**config.mk**
```make
export PLATFORM = sky130hd
export DESIGN_NAME = compare_search
export DESIGN_NICKNAME = d
export VERILOG_FILES = /design/src/rtl/compare_search.sv
export SDC_FILE = /design/constraint.sdc
export NUM_CORES = 1
export LEC_CHECK = 0
export CAP_MARGIN = 20
export CORE_UTILIZATION = 40
export DETAILED_ROUTE_END_ITERATION = 12
export SLEW_MARGIN = 5
export SYNTH_ARGS = -nofsm -noshare
export SYNTH_HDL_FRONTEND = slang
export SYNTH_SLANG_ARGS = --single-unit
```
**constraint.sdc**
```tcl
create_clock -name Clock -period 5.69 [get_ports Clock]
set_input_delay 0.8535 -clock Clock [delete_from_list [all_inputs] [get_ports Clock]]
set_output_delay 0.8535 -clock Clock [all_outputs]
set_load 0.01 [all_outputs]
```
**src/rtl/compare_search.sv**
```systemverilog
// Successive-approximation search driving an external magnitude comparator.
// Define COMPARE_SEARCH_EARLY_EXIT_EN to stop as soon as the comparator reports equality.
module compare_search #(
  parameter int NrOfBits       = 8,
  parameter int TwosComplement = 1,
  parameter int SampleDelay    = 0
) (
  input  logic                Clock,
  input  logic                nReset,
  input  logic                Start,
  input  logic                CmpEq,
  input  logic                CmpGt,
  input  logic                CmpLt,
  output logic [NrOfBits-1:0] Probe,
  output logic [NrOfBits-1:0] Result,
  output logic                Busy,
  output logic                Done,
  output logic                Error,
  output logic [7:0]          StepCount
);

  localparam int IW = (NrOfBits > 2) ? $clog2(NrOfBits) : 1;
  localparam logic [3:0] SAMPLE_LAST = 4'(SampleDelay);
  localparam logic [NrOfBits-1:0] ONE = {{(NrOfBits-1){1'b0}}, 1'b1};
  // The search runs in offset binary; flipping the MSB turns it into two's complement.
  localparam logic [NrOfBits-1:0] MAP_MASK =
    (TwosComplement != 0) ? {1'b1, {(NrOfBits-1){1'b0}}} : {NrOfBits{1'b0}};

  typedef enum logic [1:0] {
    IDLE  = 2'd0,
    PROBE = 2'd1,
    DONE  = 2'd2
  } state_e;

  function automatic logic [NrOfBits-1:0] map_f(input logic [NrOfBits-1:0] x);
    return x ^ MAP_MASK;
  endfunction

  state_e              state_q, state_d;
  logic [NrOfBits-1:0] u_q, u_d;
  logic [IW-1:0]       i_q, i_d;
  logic [3:0]          cnt_q, cnt_d;
  logic [NrOfBits-1:0] result_q, result_d;
  logic [NrOfBits-1:0] probe_q, probe_d;
  logic [7:0]          step_q, step_d;
  logic                error_q, error_d;
  logic                busy_q, busy_d;
  logic                done_q, done_d;

  logic [NrOfBits-1:0] trial_s;
  logic [NrOfBits-1:0] kept_s;
  logic                onehot_s;
  logic                sample_s;
  logic                early_s;

  // Next-state, datapath and registered-output decode
  always_comb begin
    state_d  = state_q;
    u_d      = u_q;
    i_d      = i_q;
    cnt_d    = cnt_q;
    result_d = result_q;
    step_d   = step_q;
    error_d  = error_q;

    trial_s  = u_q | (ONE << i_q);
    kept_s   = CmpLt ? u_q : trial_s;
    onehot_s = ({CmpEq, CmpGt, CmpLt} == 3'b100) ||
               ({CmpEq, CmpGt, CmpLt} == 3'b010) ||
               ({CmpEq, CmpGt, CmpLt} == 3'b001);
    sample_s = (cnt_q == SAMPLE_LAST);
`ifdef COMPARE_SEARCH_EARLY_EXIT_EN
    early_s  = CmpEq;
`else
    early_s  = 1'b0;
`endif

    case (state_q)
      IDLE: begin
        if (Start) begin
          u_d     = {NrOfBits{1'b0}};
          i_d     = IW'(NrOfBits - 1);
          cnt_d   = 4'd0;
          step_d  = 8'd0;
          error_d = 1'b0;
          state_d = PROBE;
        end else begin
          state_d = IDLE;
        end
      end
      PROBE: begin
        if (!sample_s) begin
          cnt_d = cnt_q + 4'd1;
        end else if (!onehot_s) begin
          // A broken comparator aborts without applying the bit under test.
          cnt_d    = 4'd0;
          error_d  = 1'b1;
          result_d = map_f(u_q);
          state_d  = DONE;
        end else if (early_s) begin
          cnt_d    = 4'd0;
          step_d   = step_q + 8'd1;
          u_d      = trial_s;
          result_d = map_f(trial_s);
          state_d  = DONE;
        end else begin
          cnt_d  = 4'd0;
          step_d = step_q + 8'd1;
          u_d    = kept_s;
          if (i_q == {IW{1'b0}}) begin
            result_d = map_f(kept_s);
            state_d  = DONE;
          end else begin
            i_d = i_q - IW'(1);
          end
        end
      end
      DONE: begin
        state_d = IDLE;
      end
      default: begin
        state_d = IDLE;
      end
    endcase

    if (state_d == PROBE) begin
      probe_d = map_f(u_d | (ONE << i_d));
    end else begin
      probe_d = map_f(u_d);
    end
    busy_d = (state_d == PROBE);
    done_d = (state_d == DONE);
  end

  // State and output registers
  always_ff @(posedge Clock or negedge nReset) begin
    if (!nReset) begin
      state_q  <= IDLE;
      u_q      <= {NrOfBits{1'b0}};
      i_q      <= {IW{1'b0}};
      cnt_q    <= 4'd0;
      result_q <= {NrOfBits{1'b0}};
      probe_q  <= {NrOfBits{1'b0}};
      step_q   <= 8'd0;
      error_q  <= 1'b0;
      busy_q   <= 1'b0;
      done_q   <= 1'b0;
    end else begin
      state_q  <= state_d;
      u_q      <= u_d;
      i_q      <= i_d;
      cnt_q    <= cnt_d;
      result_q <= result_d;
      probe_q  <= probe_d;
      step_q   <= step_d;
      error_q  <= error_d;
      busy_q   <= busy_d;
      done_q   <= done_d;
    end
  end

  assign Probe     = probe_q;
  assign Result    = result_q;
  assign Busy      = busy_q;
  assign Done      = done_q;
  assign Error     = error_q;
  assign StepCount = step_q;

endmodule
```
==> reports/metrics.cfg, run 1 <==
[status]
status=finished, final reports clean

[critical_path]
slowest_delay_ps=900
r2r_setup_slack_ps=3020
rr_startpoint=state_q[1]
crit_chain=clkdlybuf4s50_1 -> nor3b_4 -> nor2_1 -> and3_1 -> o31ai_1 -> o32ai_1
reg2reg_to=Probe[4]
worstSetupEndpointType=register
critical_path_class=in2reg
cpMaxStageDelayCell=nor3b_4
ff2ff_path_depth=5
crit_required_ps=5810
crit_arrival_ps=3330
startpoint_type=input pin
crit_fanout=26

[sta]
rsz0062_at_grt=false
tightestPinTransition_ps=1090
tns_ps=0
hold_slack_ps=495
finalClockSkew_ps=4.24
post-route-min-period_ps=3210
finalMaxSlewViolations=0
fmaxAchievable_mhz=311
finalSetupViolations=0
finalCritPeriodShare=0.564
relSlewSlack=0.271
final_hold_viol_count=0

[synth]
yosysMostFrequentCell=dfrtp_1
synthAdderAreaFrac=0.0485
synth_async_sr_flop_share=1.00
synth.distinct_cells=39
synth_common_cells=44 x dfrtp_1, 27 x nor2_1, 19 x a21oi_1
synthMuxAreaShare=0.0109
synth_area_leaders=dfrtp_1 53%, nor2_1 4.9%, ha_1 4.8%, a21oi_1 4.6%, o32ai_1 3.0%
syn_area_mm2=0.00206
syn_nets=214
synthSimpleGateAreaFrac=0.169
syn_area_per_cell_um2=10.3
synth_top_cell_by_area=dfrtp_1
synth_ff_type=dfrtp_1
synth_cells=200
ys_ff_latch=44
synth_top_family_by_area=compound AO/OA/AOI/OAI gates
synth_edf_count=0
ys_seq_area_frac=0.533
synth_compound_area_frac=0.180
synth.top_cell.area_share=0.533
yosys_warnings=0
post_synth_xor_area_fraction=0.0297

[routing]
viasPerCell=5.38
routed.top_layer=met4
vias=1625
ant_nets=0
drc=0
met1Wirelength_um=2180
route.met2.wl_um=2150
first_pass_iters=4
routed_wl_um=4650
wl_met3_um=267
first_iter_violations=151
avgRoutedWirePerCell_um=15.4

[global_routing]
first_global_vias=1583
gr-total-overflow=0
gr-usage-all-layers=0.189
grt_pass1_wl_um=7670
grt_start_max_net_pins=45
antenna_found_initial=0

[placement]
globalplace.congestion=0.785
io_buffers=32
dp_cells=293
hpwl_um=3150

[job]
cap_violations=0

[clocking]
cts_buffers=5
worstSkewPairLatency_ps=290
post_cts_resized=0
cts_setup_buffers=0
htreeDepth=2
clockBufferDepth=2
clock-root-buffer=clkbuf_8
ctsHoldBuffers=0
cts.clk_slew.worst_paths_ps=80
cts_sinks=44
cts_tree=done

[floorplanning]
start_util=0.426
die_w_um=73.8
core_area_mm2=0.00485
rows=25
io_pins=33
dieArea_mm2=0.00545
die_h_um=73.8

[layout]
instances_no_fill=302
antenna_cells=0
fill_cells=465
num-nets-final=248
drive_gt1_frac=0.0766
syn_to_final_growth_pct=23.4

[hold_path]
hold_class=in2async

[power_and_ir_drop]
vdd_ir_drop_max_uv=199
power.density_mw_per_mm2=486
leakage_uw=0.00113

final cells by class:
| cell class | instances | area, µm² | share of cell area |
|---|---|---|---|
| clock buffers | 6 | 82.6 | 0.0324 |
| clock inverters | 2 | 10.0 | 0.00393 |
| inverters | 8 | 30.0 | 0.0118 |
| multi-input cells | 142 | 905 | 0.355 |
| flip-flops and latches | 44 | 1100 | 0.432 |
| well taps | 67 | 83.8 | 0.0329 |
| repair buffers | 33 | 335 | 0.132 |
cells in the final DEF (no fill, tap or decap), drive strengths merged, types with 2 or more instances in the layout:
master,Yosys,layout
dfrtp,44,44
clkdlybuf4s50,0,31
nor2,27,27
a21oi,20,20
nand2,10,10
a31oi,9,9
inv,8,8
nand3,8,8
ha,8,8
o21ai,7,7
o32ai,7,7
nor3,6,6
clkbuf,4,6
xor2,5,5
nand2b,3,3
and3,3,3
nand4,3,3
nor3b,2,2
xnor2,2,2
and2,2,2
a22o,2,2
mux2,2,2
o31ai,2,2
or3,2,2
clkinv,0,2
buf,2,2
per-stage QoR:
stage	instance area [µm²]	util	worst slack (ps)	total power (µW)
2_1_floorplan	2060	-	3530	827
3_3_place_gp	2430	0.502	2290	1040
3_5_place_dp	2430	0.502	2220	1040
4_1_cts	2530	0.521	2540	1240
5_1_grt	2550	0.525	2380	1330
6_report	2550	0.525	2480	1240
kinds of logic after synthesis:
kind of cell / after synthesis
flops: 44
compound gates: 56
mux: 2
simple gates: 69
fa+ha+maj: 8
xor+xnor: 7
buf+inv: 14
where the power goes:
group          leakage [µW]  total [µW]  switching (µW)  internal [µW]
clock network     0.0000510         200             103           96.9
logic              0.000508         559             321            238
registers          0.000567         479            72.8            406
total               0.00113        1240             497            741
critical path, delay by kind of cell:
kind,cells,cell delay (ps)
compound gates,2,600
buf+inv,1,490
simple gates,3,1370
how the worst max path moves through the flow:
| stage | cells after the start | end | from | slack, ps |
|---|---|---|---|---|
| floorplan | 5 | Probe[7] | CmpGt | 3530 |
| global placement | 6 | Probe[1] | Start | 2290 |
| detailed placement | 6 | Probe[4] | Start | 2220 |
| CTS | 6 | Probe[4] | Start | 2540 |
| global route | 6 | Probe[5] | Start | 2380 |
| finish | 6 | Probe[4] | Start | 2480 |
per-layer routing:
metal	vias up	global-route usage
met1	770	0.261
met4	0	0.0769
met2	52	0.285
li1	796	-
met3	7	0.0439
met5	-	0
registers in the layout, summed over array words and instances (netlist names):
name       count
i_q            3
Result         8
cnt_q          4
u_q            8
Busy           1
Error          1
Probe          8
StepCount      8
state_q        2
Done           1
Power figures use the tool's default switching activity.
==> run 2: changes to the inputs <==
Clock period 5.69 ns to 3.2 ns, I/O delays scaled along.
==> run 2 against run 1 <==
Hold slack better by 13 ps. Flip-flop and latch count stayed put. Clock skew is 0.50 ps lower. Clock power is 79% higher.
==> reports/metrics.cfg, run 2 (synthesis gave the netlist of run 1 again) <==
[routing]
drc=0  ; unchanged
viasPerCell=5.36  ; was 5.38
avgRoutedWirePerCell_um=14.6  ; was 15.4 µm
first_pass_iters=4  ; unchanged
routed_wl_um=4520  ; was 4650 µm
first_iter_violations=98  ; was 151
vias=1655  ; was 1625
ant_nets=0  ; unchanged

[critical_path]
crit_arrival_ps=2570  ; was 3330 ps
rr_startpoint=cnt_q[0]  ; was state_q[1]
critical_path_class=reg2reg  ; was in2reg
cpMaxStageDelayCell=or4_1  ; was nor3b_4
slowest_delay_ps=510  ; was 900 ps
ff2ff_path_depth=7  ; was 5
crit_chain=inv_1 -> ha_1 -> nor3b_4 -> and2_1 -> a21oi_2 -> or4_1 -> a21oi_1  ; was clkdlybuf4s50_1 -> nor3b_4 -> nor2_1 -> and3_1 -> o31ai_1 -> o32ai_1
worstSetupEndpointType=register  ; unchanged
cp-startpoint=cnt_q[0]  ; was Start
crit_fanout=11  ; was 26
crit_required_ps=3430  ; was 5810 ps
startpoint_type=register  ; was input pin

[hold_path]
min_from=Error
holdPathStages=2
hold_class=reg2reg  ; was in2async

[sta]
tns_ps=0  ; unchanged
post-route-min-period_ps=2340
finalMaxSlewViolations=0  ; unchanged
finalClockSkew_ps=3.73  ; was 4.24 ps
fmaxAchievable_mhz=428
tightestPinTransition_ps=508  ; was 1090 ps
finalCritPeriodShare=0.731
finalSetupViolations=0  ; unchanged
final_hold_viol_count=0  ; unchanged
layout_setup_ws_ps=862  ; was 2480 ps
rsz0062_at_grt=false  ; unchanged
relSlewSlack=0.658  ; was 0.271
hold_slack_ps=508  ; was 495 ps

[layout]
num-nets-final=255  ; was 248
final_cell_mix=44 x dfrtp_1, 31 x clkdlybuf4s50_1, 27 x nor2_1  ; unchanged
drive_gt1_frac=0.0992  ; was 0.0766
syn_to_final_growth_pct=26.1  ; was 23.4%
final_common_cell=dfrtp_1  ; unchanged
instances_no_fill=309  ; was 302
antenna_cells=0  ; unchanged

[floorplanning]
core_area_mm2=0.00485  ; unchanged
start_util=0.426  ; unchanged
dieArea_mm2=0.00545  ; unchanged
io_pins=33  ; unchanged
rows=25  ; unchanged
die_h_um=73.8  ; unchanged
die_w_um=73.8  ; unchanged

[placement]
hpwl_um=3260  ; was 3150 µm
place_ws_ps=641  ; was 2220 ps
dp_cells=299  ; was 293
io_buffers=32  ; unchanged
globalplace.congestion=0.844  ; was 0.785

[global_routing]
grt_pass1_wl_um=7850  ; was 7670 µm
antenna_found_initial=0  ; unchanged
gr-total-overflow=0  ; unchanged
grt_start_max_net_pins=45  ; unchanged
gr-usage-all-layers=0.197  ; was 0.189
first_global_vias=1572  ; was 1583

[clocking]
clockBufferDepth=2  ; unchanged
cts_setup_buffers=0  ; unchanged
worstSkewPairLatency_ps=300  ; was 290 ps
cts.clk_slew.worst_paths_ps=80  ; about the same
cts_sinks=44  ; unchanged
ctsHoldBuffers=0  ; unchanged
htreeDepth=2  ; unchanged
cts_tree=done  ; unchanged
clock-root-buffer=clkbuf_8  ; unchanged
cts_buffers=5  ; unchanged
post_cts_resized=0  ; unchanged

[job]
cap_violations=0  ; unchanged

[power_and_ir_drop]
combPwrFrac=0.458  ; was 0.451
power_uw=2240  ; was 1240 µW
p_int_uw=1350  ; was 741 µW
leakage_uw=0.00116  ; was 0.00113 µW
power.density_mw_per_mm2=859  ; was 486 mW/mm²
p_sw_uw=887  ; was 497 µW
pwr-share-seq=0.382  ; was 0.387
p_clk_frac=0.160  ; was 0.161
vdd_ir_drop_max_uv=347  ; was 199 µV
switching_share=0.396  ; was 0.401

[status]
status=finished, final reports clean  ; unchanged

run 2: cell count changes in the layout (fill, tap and decap cells not counted):
cell           before  now
buf_4               0    6
dlygate4sd3_1       0    1
run 2: final timing paths:
path | to | slack, ps
max | StepCount[7] | 860
min | Error | 510
max reg2reg | StepCount[7] | 860
min reg2reg | Error | 510
max in group asynchronous | u_q[1] | 2230
min in group asynchronous | cnt_q[0] | 540
run 2: worst max-delay path, delay by kind of cell, from the launching register on:
family                     cells  cell delay [ps]
and+or+nand+nor                3             1330
DFF                            1              410
AOI/OAI and AO/OA              2              300
adders and majority gates      1              150
buffers and inverters          1               80
run 2: final cells by class:
class / count / area, µm²
clock buffer: 6 / 82.6
inverter: 8 / 30.0
sequential: 44 / 1100
timing repair buffer: 40 / 390
multi-input combinational: 142 / 905
clock inverter: 2 / 10.0
fill: 460 / 2250
tap: 67 / 83.8
run 2: per-layer routing:
layer,track usage,vias up,part of all wire
met3,0.0466,10,0.043
li1,-,806,-
met5,0,-,0
met1,0.273,793,0.48
met4,0.0962,0,0.021
met2,0.288,46,0.45
run 2: through the flow:
stage | utilization | area (µm²)
detailed placement | 0.511 | 2480
CTS | 0.531 | 2570
global route | 0.537 | 2600
floorplan | - | 2060
finish | 0.537 | 2600
global placement | 0.511 | 2480
run 2: power groups by stage:
| stage | Combinational [µW] | Clock (µW) | Sequential [µW] |
|---|---|---|---|
| after floorplan | 588 | 0 | 883 |
| final | 1020 | 358 | 855 |
| after global routing | 1130 | 397 | 878 |
| after detailed placement | 1020 | 0 | 865 |
| after CTS | 1020 | 371 | 854 |
| after global placement | 1020 | 0 | 866 |
==> run 3: changes to the inputs <==
Clock period 3.2 ns to 2.2 ns, I/O delays scaled along.
==> run 3 against run 2 <==
Cell count is 7.4% higher. Total power rose by 64%. Global-route usage rose by 0.29 points. Maximum frequency increased by 8.4%. Final area increased by 8.7%. Critical path type unchanged. Highest routed layer unchanged.
==> reports/metrics.cfg, run 3 (synthesis gave the netlist of run 1 again) <==
[status]
status=finished, final reports clean  ; unchanged

[routing]
first_iter_violations=117  ; was 98
routed_wl_um=4970  ; was 4520 µm
wl_met3_um=203  ; was 195 µm
met1Wirelength_um=2370  ; was 2170 µm
ant_nets=0  ; unchanged
route.met2.wl_um=2340  ; was 2060 µm
first_pass_iters=4  ; unchanged
viasPerCell=5.33  ; was 5.36
drc=0  ; unchanged
vias=1768  ; was 1655
avgRoutedWirePerCell_um=15.0  ; was 14.6 µm
routed.top_layer=met4  ; unchanged

[global_routing]
first_global_vias=1668  ; was 1572
gr-total-overflow=0  ; unchanged
antenna_found_initial=0  ; unchanged
gr-usage-all-layers=0.200  ; was 0.197
grt_start_max_net_pins=45  ; unchanged
grt_pass1_wl_um=8110  ; was 7850 µm

[power_and_ir_drop]
power.density_mw_per_mm2=1300  ; was 859 mW/mm²
leakage_uw=0.00128  ; was 0.00116 µW
vdd_ir_drop_max_uv=478  ; was 347 µV

[layout]
num-nets-final=278  ; was 255
drive_gt1_frac=0.192  ; was 0.0992
syn_to_final_growth_pct=37.0  ; was 26.1%
final_cell_mix=44 x dfrtp_1, 31 x clkdlybuf4s50_1, 28 x buf_4  ; was 44 x dfrtp_1, 31 x clkdlybuf4s50_1, 27 x nor2_1
antenna_cells=0  ; unchanged
final_common_cell=dfrtp_1  ; unchanged
utilization=0.583  ; was 0.537

[sta]
finalMaxSlewViolations=0  ; unchanged
finalCritPeriodShare=0.980  ; was 0.731
final_hold_viol_count=0  ; unchanged
layout_setup_ws_ps=43.0  ; was 862 ps
post-route-min-period_ps=2160  ; was 2340 ps
tightestPinTransition_ps=476  ; was 508 ps
finalClockSkew_ps=7.58  ; was 3.73 ps
finalSetupViolations=0  ; unchanged
relSlewSlack=0.681  ; was 0.658
fmaxAchievable_mhz=464  ; was 428 MHz

[clocking]
htreeDepth=2  ; unchanged
clock-root-buffer=clkbuf_8  ; unchanged
clockBufferDepth=2  ; unchanged
cts_buffers=5  ; unchanged
cts_sinks=44  ; unchanged
worstSkewPairLatency_ps=300  ; about the same
cts_tree=done  ; unchanged
cts.clk_slew.worst_paths_ps=90  ; was 80 ps

[critical_path]
r2r_setup_slack_ps=40  ; was 860 ps
path_buf_inv=1  ; unchanged
cp_top_family=compound AO/OA/AOI/OAI gates  ; was simple AND/OR/NAND/NOR gates
crit_chain=inv_1 -> ha_1 -> nand2b_1 -> o211a_1 -> a2111oi_2 -> a41oi_2 -> o32ai_1  ; was inv_1 -> ha_1 -> nor3b_4 -> and2_1 -> a21oi_2 -> or4_1 -> a21oi_1
startpoint_type=register  ; unchanged
crit_arrival_ps=2340  ; was 2570 ps
cpMaxStageDelayCell=dfrtp_1  ; was or4_1
slowest_delay_ps=440  ; was 510 ps
worstSetupEndpointType=register  ; unchanged
crit_fanout=6  ; was 11
crit_required_ps=2390  ; was 3430 ps
critical_path_class=reg2reg  ; unchanged

[placement]
place_ws_ps=-97.0  ; was 641 ps
io_buffers=32  ; unchanged
hpwl_um=3500  ; was 3260 µm
globalplace.congestion=0.856  ; was 0.844

[floorplanning]
dieArea_mm2=0.00545  ; unchanged
rows=25  ; unchanged
core_area_mm2=0.00485  ; unchanged
die_h_um=73.8  ; unchanged
io_pins=33  ; unchanged
start_util=0.426  ; unchanged
die_w_um=73.8  ; unchanged

[job]
cap_violations=0  ; unchanged

[hold_path]
hold_class=reg2reg  ; unchanged

[run 3: power by group]
part / switching (µW) / leakage, µW / internal (µW)
clock: 298 / 0.0000548 / 342
sequential: 189 / 0.000567 / 1050
combinational: 934 / 0.000658 / 860
[run 3: metrics by stage]
stage | area, µm² | TNS (ps) | total power (µW) | instances | hold slack, ps
floorplan | 2060 | 0 | 2140 | 200 | 34.4
global placement | 2670 | -188 | 2970 | 322 | 326
detailed placement | 2670 | -599 | 2970 | 322 | 324
CTS | 2790 | 0 | 3620 | 331 | 526
global route | 2830 | -38.1 | 3940 | 332 | 554
finish | 2830 | 0 | 3670 | 332 | 514
[run 3: worst register-to-register path, delay by kind of cell, from the launching register on]
family	cells	cell delay [ps]
compound gates	4	1160
fa+ha+maj	1	190
buf+inv	1	150
flops	1	440
simple gates	1	110
[run 3: path summary, 6_finish.rpt]
| path | from | depth (start not counted) | endpoint |
|---|---|---|---|
| max | i_q[0] | 7 | Probe[6] |
| min | Error | 2 | Error |
| max reg2reg | i_q[0] | 7 | Probe[6] |
| min reg2reg | Error | 2 | Error |
| max in group asynchronous | nReset | 3 | StepCount[0] |
| min in group asynchronous | nReset | 3 | cnt_q[2] |
[run 3: final cells by class]
cell class	instances	area (µm²)
clock inverter	3	46.3
multi-input combinational	143	943
tap	67	83.8
clock buffer	5	68.8
sequential	44	1100
timing repair buffer	62	556
fill	440	2020
inverter	8	30.0
[run 3: per-layer routing]
layer,vias to the layer above,track usage
li1,855,-
met1,860,0.282
met2,46,0.310
met3,7,0.0425
met4,0,0.0556
met5,-,0
[run 3: repair_timing]
action	in CTS	in global routing
resized for setup	0	5
buffers inserted	0	0
hold endpoints to repair	33	0
setup endpoints to repair	0	5
hold buffers	1	0
